`src/rtl/itf_dram_responder.sv`:
```
// Off-chip responder for the on-chip link: one command beat starts a DRAM read stream or a DRAM write sink; ITF_PERF_EN adds a stall counter.
// Latency: read beats appear on the link the cycle after DRAM returns them (first-word fall-through); write beats pass straight through to DRAM.
// Backpressure: reads are credit-limited to FIFO_DEPTH in flight, link stalls hold data in the FIFO; writes mirror DRAM ready onto the link.

module itf_resp_fifo #(
    parameter int W     = 128,
    parameter int DEPTH = 8
) (
    input  logic                     clk,
    input  logic                     rst,
    input  logic                     push,
    input  logic [W-1:0]             push_dat,
    input  logic                     pop,
    output logic                     empty,
    output logic [W-1:0]             head,
    output logic [$clog2(DEPTH):0]   occ
);
    localparam int AW = $clog2(DEPTH);

    logic [W-1:0] mem [DEPTH];
    logic [AW:0]  wr_ptr;
    logic [AW:0]  rd_ptr;

    always_ff @(posedge clk) begin
        if (rst) begin
            wr_ptr <= '0;
            rd_ptr <= '0;
        end else begin
            if (push) wr_ptr <= wr_ptr + (AW+1)'(1);
            if (pop)  rd_ptr <= rd_ptr + (AW+1)'(1);
        end
    end

    always_ff @(posedge clk) begin
        if (push) mem[wr_ptr[AW-1:0]] <= push_dat;
    end

    assign occ   = wr_ptr - rd_ptr;
    assign empty = (wr_ptr == rd_ptr);
    assign head  = mem[rd_ptr[AW-1:0]];
endmodule

module itf_dram_responder #(
    parameter int PORT_WIDTH      = 128,
    parameter int SRAM_WIDTH      = 256,
    parameter int DRAM_ADDR_WIDTH = 32,
    parameter int ADDR_WIDTH      = 16,
    parameter int FIFO_DEPTH      = 8
) (
    input  logic                       clk,
    input  logic                       rst,
    input  logic                       GICITF_CmdVld,
    input  logic [PORT_WIDTH-1:0]      GICITF_Dat,
    input  logic                       GICITF_DatVld,
    input  logic                       GICITF_DatLast,
    output logic                       ITFGIC_DatRdy,
    output logic [PORT_WIDTH-1:0]      ITFGIC_Dat,
    output logic                       ITFGIC_DatVld,
    output logic                       ITFGIC_DatLast,
    input  logic                       GICITF_DatRdy,
    output logic                       ITFDRAM_ReqVld,
    output logic                       ITFDRAM_ReqWr,
    output logic [DRAM_ADDR_WIDTH-1:0] ITFDRAM_Addr,
    output logic [PORT_WIDTH-1:0]      ITFDRAM_WrDat,
    input  logic                       DRAMITF_ReqRdy,
    input  logic [PORT_WIDTH-1:0]      DRAMITF_RdDat,
    input  logic                       DRAMITF_RdDatVld,
    output logic                       ITFMON_Err,
    output logic [31:0]                ITFMON_StallCnt
);
    localparam int RATIO  = SRAM_WIDTH / PORT_WIDTH;
    localparam int LOG_R  = $clog2(RATIO);
    localparam int CNT_W  = ADDR_WIDTH + LOG_R;
    localparam int AW     = $clog2(FIFO_DEPTH);
    localparam int CRED_W = AW + 2;

    localparam logic [1:0] ST_IDLE = 2'd0;
    localparam logic [1:0] ST_RD   = 2'd1;
    localparam logic [1:0] ST_WR   = 2'd2;

    logic [1:0]                 state;
    logic [DRAM_ADDR_WIDTH-1:0] base;
    logic [CNT_W-1:0]           total;
    logic [CNT_W-1:0]           req_cnt;
    logic [CNT_W-1:0]           sent_cnt;
    logic [CNT_W-1:0]           wr_cnt;
    logic [AW:0]                out_cnt;
    logic                       err;

    logic                       fifo_push;
    logic                       fifo_pop;
    logic                       fifo_empty;
    logic [PORT_WIDTH-1:0]      fifo_head;
    logic [AW:0]                fifo_occ;

    // Command beat layout: bit0 direction, [32:1] base, [48:33] Num.
    logic                       cmd_dir;
    logic [31:0]                cmd_base;
    logic [15:0]                cmd_num;
    logic [CNT_W-1:0]           cmd_total;
    logic                       unused_cmd_bits;

    assign cmd_dir         = GICITF_Dat[0];
    assign cmd_base        = GICITF_Dat[32:1];
    assign cmd_num         = GICITF_Dat[48:33];
    assign cmd_total       = CNT_W'(cmd_num) << LOG_R;
    assign unused_cmd_bits = ^GICITF_Dat[PORT_WIDTH-1:49];

    logic cmd_fire;
    logic credit_ok;
    logic rd_req;
    logic rd_req_fire;
    logic ret_dec;
    logic last_pop;
    logic wr_fire;
    logic wr_last_cnt;
    logic wr_end;

    assign cmd_fire    = (state == ST_IDLE) && GICITF_CmdVld && GICITF_DatVld;
    // Reads in flight plus data parked in the FIFO never exceed its depth,
    // so a return can always be absorbed without DRAM backpressure.
    assign credit_ok   = (CRED_W'(out_cnt) + CRED_W'(fifo_occ)) < CRED_W'(FIFO_DEPTH);
    assign rd_req      = (state == ST_RD) && (req_cnt < total) && credit_ok;
    assign rd_req_fire = rd_req && DRAMITF_ReqRdy;
    assign fifo_push   = (state == ST_RD) && DRAMITF_RdDatVld;
    assign ret_dec     = fifo_push && (out_cnt != '0);
    assign fifo_pop    = !fifo_empty && GICITF_DatRdy;
    assign last_pop    = fifo_pop && (sent_cnt == total - CNT_W'(1));
    assign wr_fire     = (state == ST_WR) && GICITF_DatVld && DRAMITF_ReqRdy;
    assign wr_last_cnt = (wr_cnt == total - CNT_W'(1));
    assign wr_end      = wr_fire && (GICITF_DatLast || wr_last_cnt);

    itf_resp_fifo #(
        .W     (PORT_WIDTH),
        .DEPTH (FIFO_DEPTH)
    ) u_fifo (
        .clk      (clk),
        .rst      (rst),
        .push     (fifo_push),
        .push_dat (DRAMITF_RdDat),
        .pop      (fifo_pop),
        .empty    (fifo_empty),
        .head     (fifo_head),
        .occ      (fifo_occ)
    );

    always_ff @(posedge clk) begin
        if (rst) begin
            state    <= ST_IDLE;
            base     <= '0;
            total    <= '0;
            req_cnt  <= '0;
            sent_cnt <= '0;
            wr_cnt   <= '0;
            err      <= 1'b0;
        end else begin
            case (state)
                ST_IDLE: begin
                    if (cmd_fire && (cmd_total != '0)) begin
                        base     <= DRAM_ADDR_WIDTH'(cmd_base);
                        total    <= cmd_total;
                        req_cnt  <= '0;
                        sent_cnt <= '0;
                        wr_cnt   <= '0;
                        state    <= cmd_dir ? ST_WR : ST_RD;
                    end
                end
                ST_RD: begin
                    if (rd_req_fire) req_cnt  <= req_cnt + CNT_W'(1);
                    if (fifo_pop)    sent_cnt <= sent_cnt + CNT_W'(1);
                    if (last_pop)    state    <= ST_IDLE;
                end
                ST_WR: begin
                    if (wr_fire) wr_cnt <= wr_cnt + CNT_W'(1);
                    if (wr_end)  state  <= ST_IDLE;
                    // The ending beat must carry both the last flag and the final count.
                    if (wr_fire && (GICITF_DatLast != wr_last_cnt)) err <= 1'b1;
                end
                default: state <= ST_IDLE;
            endcase
        end
    end

    always_ff @(posedge clk) begin
        if (rst) begin
            out_cnt <= '0;
        end else if (rd_req_fire && !ret_dec) begin
            out_cnt <= out_cnt + (AW+1)'(1);
        end else if (!rd_req_fire && ret_dec) begin
            out_cnt <= out_cnt - (AW+1)'(1);
        end
    end

    always_comb begin
        ITFGIC_DatRdy = 1'b0;
        case (state)
            ST_IDLE: ITFGIC_DatRdy = 1'b1;
            ST_WR:   ITFGIC_DatRdy = DRAMITF_ReqRdy;
            default: ITFGIC_DatRdy = 1'b0;
        endcase
    end

    assign ITFGIC_DatVld  = !fifo_empty;
    assign ITFGIC_Dat     = fifo_empty ? '0 : fifo_head;
    assign ITFGIC_DatLast = !fifo_empty && (sent_cnt == total - CNT_W'(1));

    assign ITFDRAM_ReqVld = rd_req ||
                            ((state == ST_WR) && GICITF_DatVld && !GICITF_CmdVld);
    assign ITFDRAM_ReqWr  = (state == ST_WR);
    assign ITFDRAM_Addr   = base + DRAM_ADDR_WIDTH'((state == ST_WR) ? wr_cnt : req_cnt);
    assign ITFDRAM_WrDat  = (state == ST_WR) ? GICITF_Dat : '0;
    assign ITFMON_Err     = err;

`ifdef ITF_PERF_EN
    logic [31:0] stall_cnt;
    logic        stall;

    assign stall = ((state == ST_RD) && !fifo_pop) || ((state == ST_WR) && !wr_fire);

    always_ff @(posedge clk) begin
        if (rst) begin
            stall_cnt <= '0;
        end else if (stall && (stall_cnt != '1)) begin
            stall_cnt <= stall_cnt + 32'd1;
        end
    end

    assign ITFMON_StallCnt = stall_cnt;
`else
    assign ITFMON_StallCnt = '0;
`endif
endmodule
```
`config.mk`:
```
export PLATFORM = sky130hd
export DESIGN_NAME = itf_dram_responder
export DESIGN_NICKNAME = d
export VERILOG_FILES = /design/src/rtl/itf_dram_responder.sv
export SDC_FILE = /design/constraint.sdc
export NUM_CORES = 1
export LEC_CHECK = 0
export CORE_UTILIZATION = 56
export CTS_CLUSTER_DIAMETER = 80
export DETAILED_ROUTE_END_ITERATION = 10
export PLACE_DENSITY = 0.89
export SLEW_MARGIN = 20
export SYNTH_ARGS = -nofsm -noshare
export SYNTH_HDL_FRONTEND = slang
export SYNTH_SLANG_ARGS = --single-unit
```
`constraint.sdc`:
```
create_clock -name clk -period 23.4 [get_ports clk]
set_clock_uncertainty 0.1 [all_clocks]
set_input_delay 4.68 -clock clk [delete_from_list [all_inputs] [get_ports clk]]
set_output_delay 4.68 -clock clk [all_outputs]
set_load 0.005 [all_outputs]
```
==> results.json, run 1 <==
{
  "cts_sinks": 1141,
  "hp-class": "reg -> reg",
  "pin_count": 590,
  "ys_seq_elements": 1141,
  "topRoutingLayerUsed": "met5",
  "ant_nets": 0,
  "worstPathArrival_ns": 6.21,
  "swShare": 0.219,
  "crit_path_frequent_cell": "clkdlybuf4s50_1",
  "setup_viol": 0,
  "viasPerCell": 6.24,
  "irDropWorstVdd_mv": 0.0780,
  "route.detailed.drc": 0,
  "combPwrFrac": 0.071,
  "status": "complete, no violations",
  "syn_avg_cell_area_sq_um": 16.9,
  "die_area_sq_um": 86600,
  "report.final.slew_viol_count": 0,
  "critPathLaunchType": "input port",
  "rsz0062_at_grt": "false",
  "hold_buffers": 0,
  "core.rowCount": 106,
  "worst_path_max_delay_cell": "clkdlybuf4s50_1",
  "p_int_mw": 3.37,
  "coreArea_sq_um": 84100,
  "cts_buffers": 111,
  "wl_um": 134000,
  "wl_met3_um": 12500,
  "overflow": 0,
  "layout_min_cycle_time_ns": 10.99,
  "avgRoutedWirePerCell_um": 28.9,
  "powerDensity_nw_per_um2": 74.3,
  "async_reset_ff_frac": 0,
  "power_leakage_nw": 18.4,
  "fin_nets": 3699,
  "cts-root-buf": "clkbuf_16",
  "cts_setup_buffers": 0,
  "clockBufferDepth": 3,
  "wl_met2_um": 69200,
  "p_sw_uw": 946,
  "cp_cell_sequence": "clkdlybuf4s50_1 > inv_1 > a21oi_1 > clkdlybuf4s50_1",
  "cts.clk_slew.worst_paths_ns": 0.06,
  "critPathMaxFanout": 5,
  "htree_levels": 3,
  "syn_area_sq_um": 47800,
  "pwr-share-clk": 0.410,
  "seq_power_share": 0.519,
  "via_count": 28800,
  "synthTopCellsByArea": "edfxtp_1 64%, mux4_2 12%, dfxtp_1 4.9%",
  "die_w_um": 294,
  "yosys-top-cells-count": "1024 x edfxtp_1, 256 x mux4_2, 204 x nor2_1",
  "dp_hpwl_um": 73700,
  "grt_pass1_vias": 28600,
  "drt_iter0_drc": 2896,
  "tightest_slew_ns": 1.13,
  "synth-main-ff-cell": "edfxtp_1",
  "finalCritPeriodShare": 0.470,
  "critPathMaxStageDelay_ns": 0.70,
  "slew_headroom": 0.246,
  "synthCells": 2836,
  "die_h_um": 294,
  "clk-insertion-delay-late_ns": 0.67,
  "worst-setup-path-type": "in -> out",
  "timing.hold.ws_ns": 0.364,
  "synthMostInstantiatedCell": "edfxtp_1",
  "drive_above_1_share": 0.141,
  "met1Wirelength_um": 45600,
  "ys_seq_area_frac": 0.692,
  "worstPathRequired_ns": 18.62,
  "yosysTopAreaCellShare": 0.643,
  "track_usage": 0.295,
  "synthToLayoutAreaGrowth_pct": 21.5,
  "firstDrtPassIters": 5,
  "crit_family": "buffers and inverters",
  "start_util": 0.569,
  "cts_tree": "yes",
  "setup_tns_ns": 0,
  "cp-end-kind": "primary output",
  "hold_viol": 0,
  "gp_congestion": 0.948,
  "yosys_warnings": 0,
  "antenna_found_initial": 21,
  "grt_pass1_wl_um": 187000,
  "synth-edff-count": 1024,
  "grt_max_degree": 137,
  "max_freq_mhz": 91.0,
  "synth_cell_types": 73,
  "maxCapViolCount": 0,
  "numPortBuffers": 557,
  "crit_buf_inv": 3,
  "yosysTopAreaCell": "edfxtp_1",
  "ctsResizeCount": 0
}
==> kinds of logic (layout without fill, tap and decap cells) <==
kind of cell	Yosys count	count (layout)	share of synthesized area
compound gates	218	218	0.0287
xor+xnor	97	97	0.0195
fa+ha+maj	51	51	0.0138
buf+inv	231	835	0.0211
flops	1141	1141	0.692
mux	412	412	0.154
other cells	1	46	0.0000784
simple gates	685	685	0.0716
==> state kept, by name (all words and copies together) (netlist names), named ones only <==
signal         cells
ITFMON_Err         1
base              32
out_cnt            4
req_cnt           17
sent_cnt          17
state              2
total             16
u_fifo.mem      1024
u_fifo.rd_ptr      4
u_fifo.wr_ptr      4
wr_cnt            17
==> power groups by stage <==
stage / combinational [mW] / clock (mW) / sequential [mW]
finish: 0.307 / 1.77 / 2.24
global route: 0.327 / 1.85 / 2.24
CTS: 0.303 / 1.77 / 2.24
detailed placement: 0.296 / 0 / 2.28
global placement: 0.289 / 0 / 2.28
floorplan: 0.152 / 0 / 2.28
==> placed cells by master, fill, tap and decap left out, drive strengths merged, types with 17 or more instances in the layout <==
| cell type | count |
|---|---|
| a21oi | 105 |
| and2 | 136 |
| buf | 42 |
| clkbuf | 146 |
| clkdlybuf4s50 | 556 |
| clkinv | 40 |
| conb | 32 |
| dfxtp | 117 |
| edfxtp | 1024 |
| ha | 48 |
| inv | 39 |
| mux2 | 17 |
| mux2i | 139 |
| mux4 | 256 |
| nand2 | 162 |
| nand3 | 44 |
| nor2 | 204 |
| nor3 | 19 |
| nor4 | 21 |
| o21ai | 28 |
| or3 | 18 |
| xnor2 | 61 |
| xor2 | 30 |
==> worst min-delay path, cell delays in order, from the launching register on <==
cell     delay (ns)
dfxtp_1        0.31
nand2_1        0.05
a21oi_1        0.05
==> through the flow <==
stage          cell area (sq um)  utilization  setup WS [ns]  power [mW]  std cells
6_report                   58100        0.691          12.41        4.32       4619
5_1_grt                    58100        0.691          12.39        4.42       4617
4_1_cts                    58000        0.690          12.42        4.31       4604
3_5_place_dp               54500        0.648          12.43        2.58       4404
3_3_place_gp               54500        0.648          12.39        2.57       4403
2_1_floorplan              48000            -           8.77        2.43       2867
==> worst paths after layout <==
path	from	to	slack [ns]	depth (start not counted)
setup / recovery	DRAMITF_ReqRdy	ITFGIC_DatRdy	12.41	4
hold / removal	base[11]	base[11]	0.36	2
setup reg to reg	u_fifo.wr_ptr[1]	out_cnt[3]	18.99	18
hold reg to reg	base[11]	base[11]	0.36	2
==> cell type report <==
| cell class | count | area [sq um] |
|---|---|---|
| Tap cell | 1134 | 1420 |
| Fill cell | 5224 | 26000 |
| Clock buffer | 146 | 2960 |
| Inverter | 37 | 139 |
| Timing Repair Buffer | 598 | 5950 |
| Sequential cell | 1141 | 33100 |
| Clock inverter | 54 | 572 |
| Antenna cell | 14 | 35.0 |
| Multi-Input combinational cell | 1495 | 13900 |
==> layer usage <==
metal | GRT usage | vias to the layer above
met2 | 0.510 | 1833
met3 | 0.0658 | 354
li1 | - | 12100
met4 | 0.129 | 16
met5 | 0 | -
met1 | 0.356 | 14500
Note: power is estimated with default switching activity, not from simulation.
==> inputs of run 2 (changes only) <==
Clock period 23.4 ns to 10.3 ns, I/O delays scaled along.
==> run 2 against run 1 <==
Utilization about the same. Wire length shrank 3.1%. Sequential power grew 130%. Critical path depth grew 7. Critical endpoint is now ITFDRAM_Addr[29]. Highest routed layer unchanged.
==> results.json, run 2 (synthesized netlist as in run 1, its figures left out) <==
{
  "timing.hold.ws_ns": 0.367,
  "worstPathArrival_ns": 4.47,
  "wl_um": 129000,
  "cp_cell_sequence": "and2b_4 > mux2_2 > ha_1 > a211oi_1 > o21bai_1 > a311oi_1 > a31oi_1 > buf_4 > nand3_1 > xnor2_1 > clkdlybuf4s50_1",
  "crit_family": "compound AO/OA/AOI/OAI gates",
  "worst_path_max_delay_cell": "clkdlybuf4s50_1",
  "die_w_um": 294,
  "cts.clk_slew.worst_paths_ns": 0.06,
  "crit_start": "state[1]",
  "cts_setup_buffers": 0,
  "slew_headroom": 0.275,
  "worst-setup-path-type": "reg -> out",
  "overflow": 0,
  "reg2reg_slack_ns": 5.84,
  "die_area_sq_um": 86600,
  "synthToLayoutAreaGrowth_pct": 21.4,
  "hold_viol": 0,
  "reg2reg_depth": 18,
  "layout.cells.most_common": "edfxtp_1",
  "setup_tns_ns": 0,
  "irDropWorstVdd_mv": 0.211,
  "cts_tree": "yes",
  "numPortBuffers": 557,
  "setup_viol": 0,
  "fillers": 5165,
  "ctsResizeCount": 0,
  "r2r_end": "out_cnt[3]",
  "start_util": 0.569,
  "cp_num_cells": 11,
  "layout_min_cycle_time_ns": 6.63,
  "cts_buffers": 110,
  "ant_nets": 0,
  "crit_buf_inv": 2,
  "grt_max_degree": 133,
  "worstReg2RegStart": "u_fifo.wr_ptr[1]",
  "hp-class": "reg -> reg",
  "endpoint": "ITFDRAM_Addr[29]",
  "report.final.slew_viol_count": 0,
  "drive_above_1_share": 0.143,
  "die_h_um": 294,
  "via_count": 28200,
  "max_freq_mhz": 151,
  "drt_iter0_drc": 2550,
  "hold_buffers": 0,
  "tightest_slew_ns": 1.09,
  "grtUsageMet2": 0.518,
  "finalCritPeriodShare": 0.644,
  "grt_pass1_vias": 28300,
  "clockBufferDepth": 3,
  "cts_sinks": 1141,
  "powerDensity_nw_per_um2": 167,
  "cp-end-kind": "primary output",
  "rsz0062_at_grt": "false",
  "maxCapViolCount": 0,
  "fin_nets": 3692,
  "clk-insertion-delay-late_ns": 0.68,
  "grt_use_met1": 0.352,
  "grt_pass1_wl_um": 186000,
  "critPathMaxStageDelay_ns": 0.61,
  "route.detailed.drc": 0,
  "critPathLaunchType": "flop",
  "viasPerCell": 6.10,
  "avgRoutedWirePerCell_um": 28.0,
  "track_usage": 0.296,
  "firstDrtPassIters": 6,
  "gp_congestion": 0.970,
  "coreArea_sq_um": 84100,
  "power_leakage_nw": 18.4,
  "worstPathRequired_ns": 8.14,
  "status": "complete, no violations",
  "layout_common_cells": "1024 x edfxtp_1, 556 x clkdlybuf4s50_1, 256 x mux4_2, 196 x nor2_1, 161 x nand2_1",
  "htree_levels": 3,
  "dp_hpwl_um": 74600,
  "use_met3": 0.0721,
  "grt_busiest_layer": "met2",
  "cts-root-buf": "clkbuf_16",
  "largest_reg_flops": 1024,
  "pin_count": 590,
  "core.rowCount": 106,
  "critPathMaxFanout": 18,
  "antenna_found_initial": 22
}
==> run 2: how the worst min path moves through the flow <==
stage	startpoint	to	slack, ns	cells past startpoint
after detailed placement	base[0]	base[0]	0.36	2
after CTS	base[5]	base[5]	0.37	2
after global routing	base[16]	base[16]	0.39	2
final	base[0]	base[0]	0.37	2
after global placement	base[16]	base[16]	0.35	2
after floorplan	base[0]	base[0]	0.34	2
==> run 2: final cells by class <==
cell class / count / area, sq um / share of cell area
Antenna cell: 13 / 32.5 / 0.000560
Clock buffer: 131 / 2850 / 0.0491
Clock inverter: 76 / 666 / 0.0115
Inverter: 37 / 139 / 0.00239
Multi-Input combinational cell: 1495 / 14000 / 0.240
Sequential cell: 1141 / 33100 / 0.570
Tap cell: 1134 / 1420 / 0.0244
Timing Repair Buffer: 592 / 5910 / 0.102
==> run 2: report_power, final <==
group          leakage [nW]  switching [mW]  total [mW]  internal [mW]
Sequential             10.2          0.0286        5.09           5.06
Clock                  1.71            1.75        3.94           2.19
Combinational          6.55           0.346       0.692          0.346
Total                  18.4            2.12        9.72           7.59
==> run 2: tightest hold or removal path: stages (launching register included) <==
cell,delay (ns)
dfxtp_1,0.31
nand2_1,0.05
a21oi_1,0.06
==> run 2: layer usage <==
| metal | vias to the layer above | wire length (um) |
|---|---|---|
| li1 | 12100 | - |
| met1 | 14200 | 44900 |
| met2 | 1624 | 67700 |
| met3 | 270 | 11700 |
| met4 | 20 | 4990 |
| met5 | - | 149 |
==> run 2: per-stage QoR <==
stage | std cells | util | instance area (sq um) | setup slack [ns] | power [mW]
5_1_grt | 4616 | 0.691 | 58100 | 3.39 | 9.97
3_5_place_dp | 4399 | 0.648 | 54500 | 4.36 | 5.87
2_1_floorplan | 2867 | - | 48000 | 1.68 | 5.52
4_1_cts | 4606 | 0.690 | 58000 | 3.57 | 9.76
3_3_place_gp | 4399 | 0.648 | 54500 | 4.43 | 5.85
6_report | 4619 | 0.691 | 58100 | 3.67 | 9.72
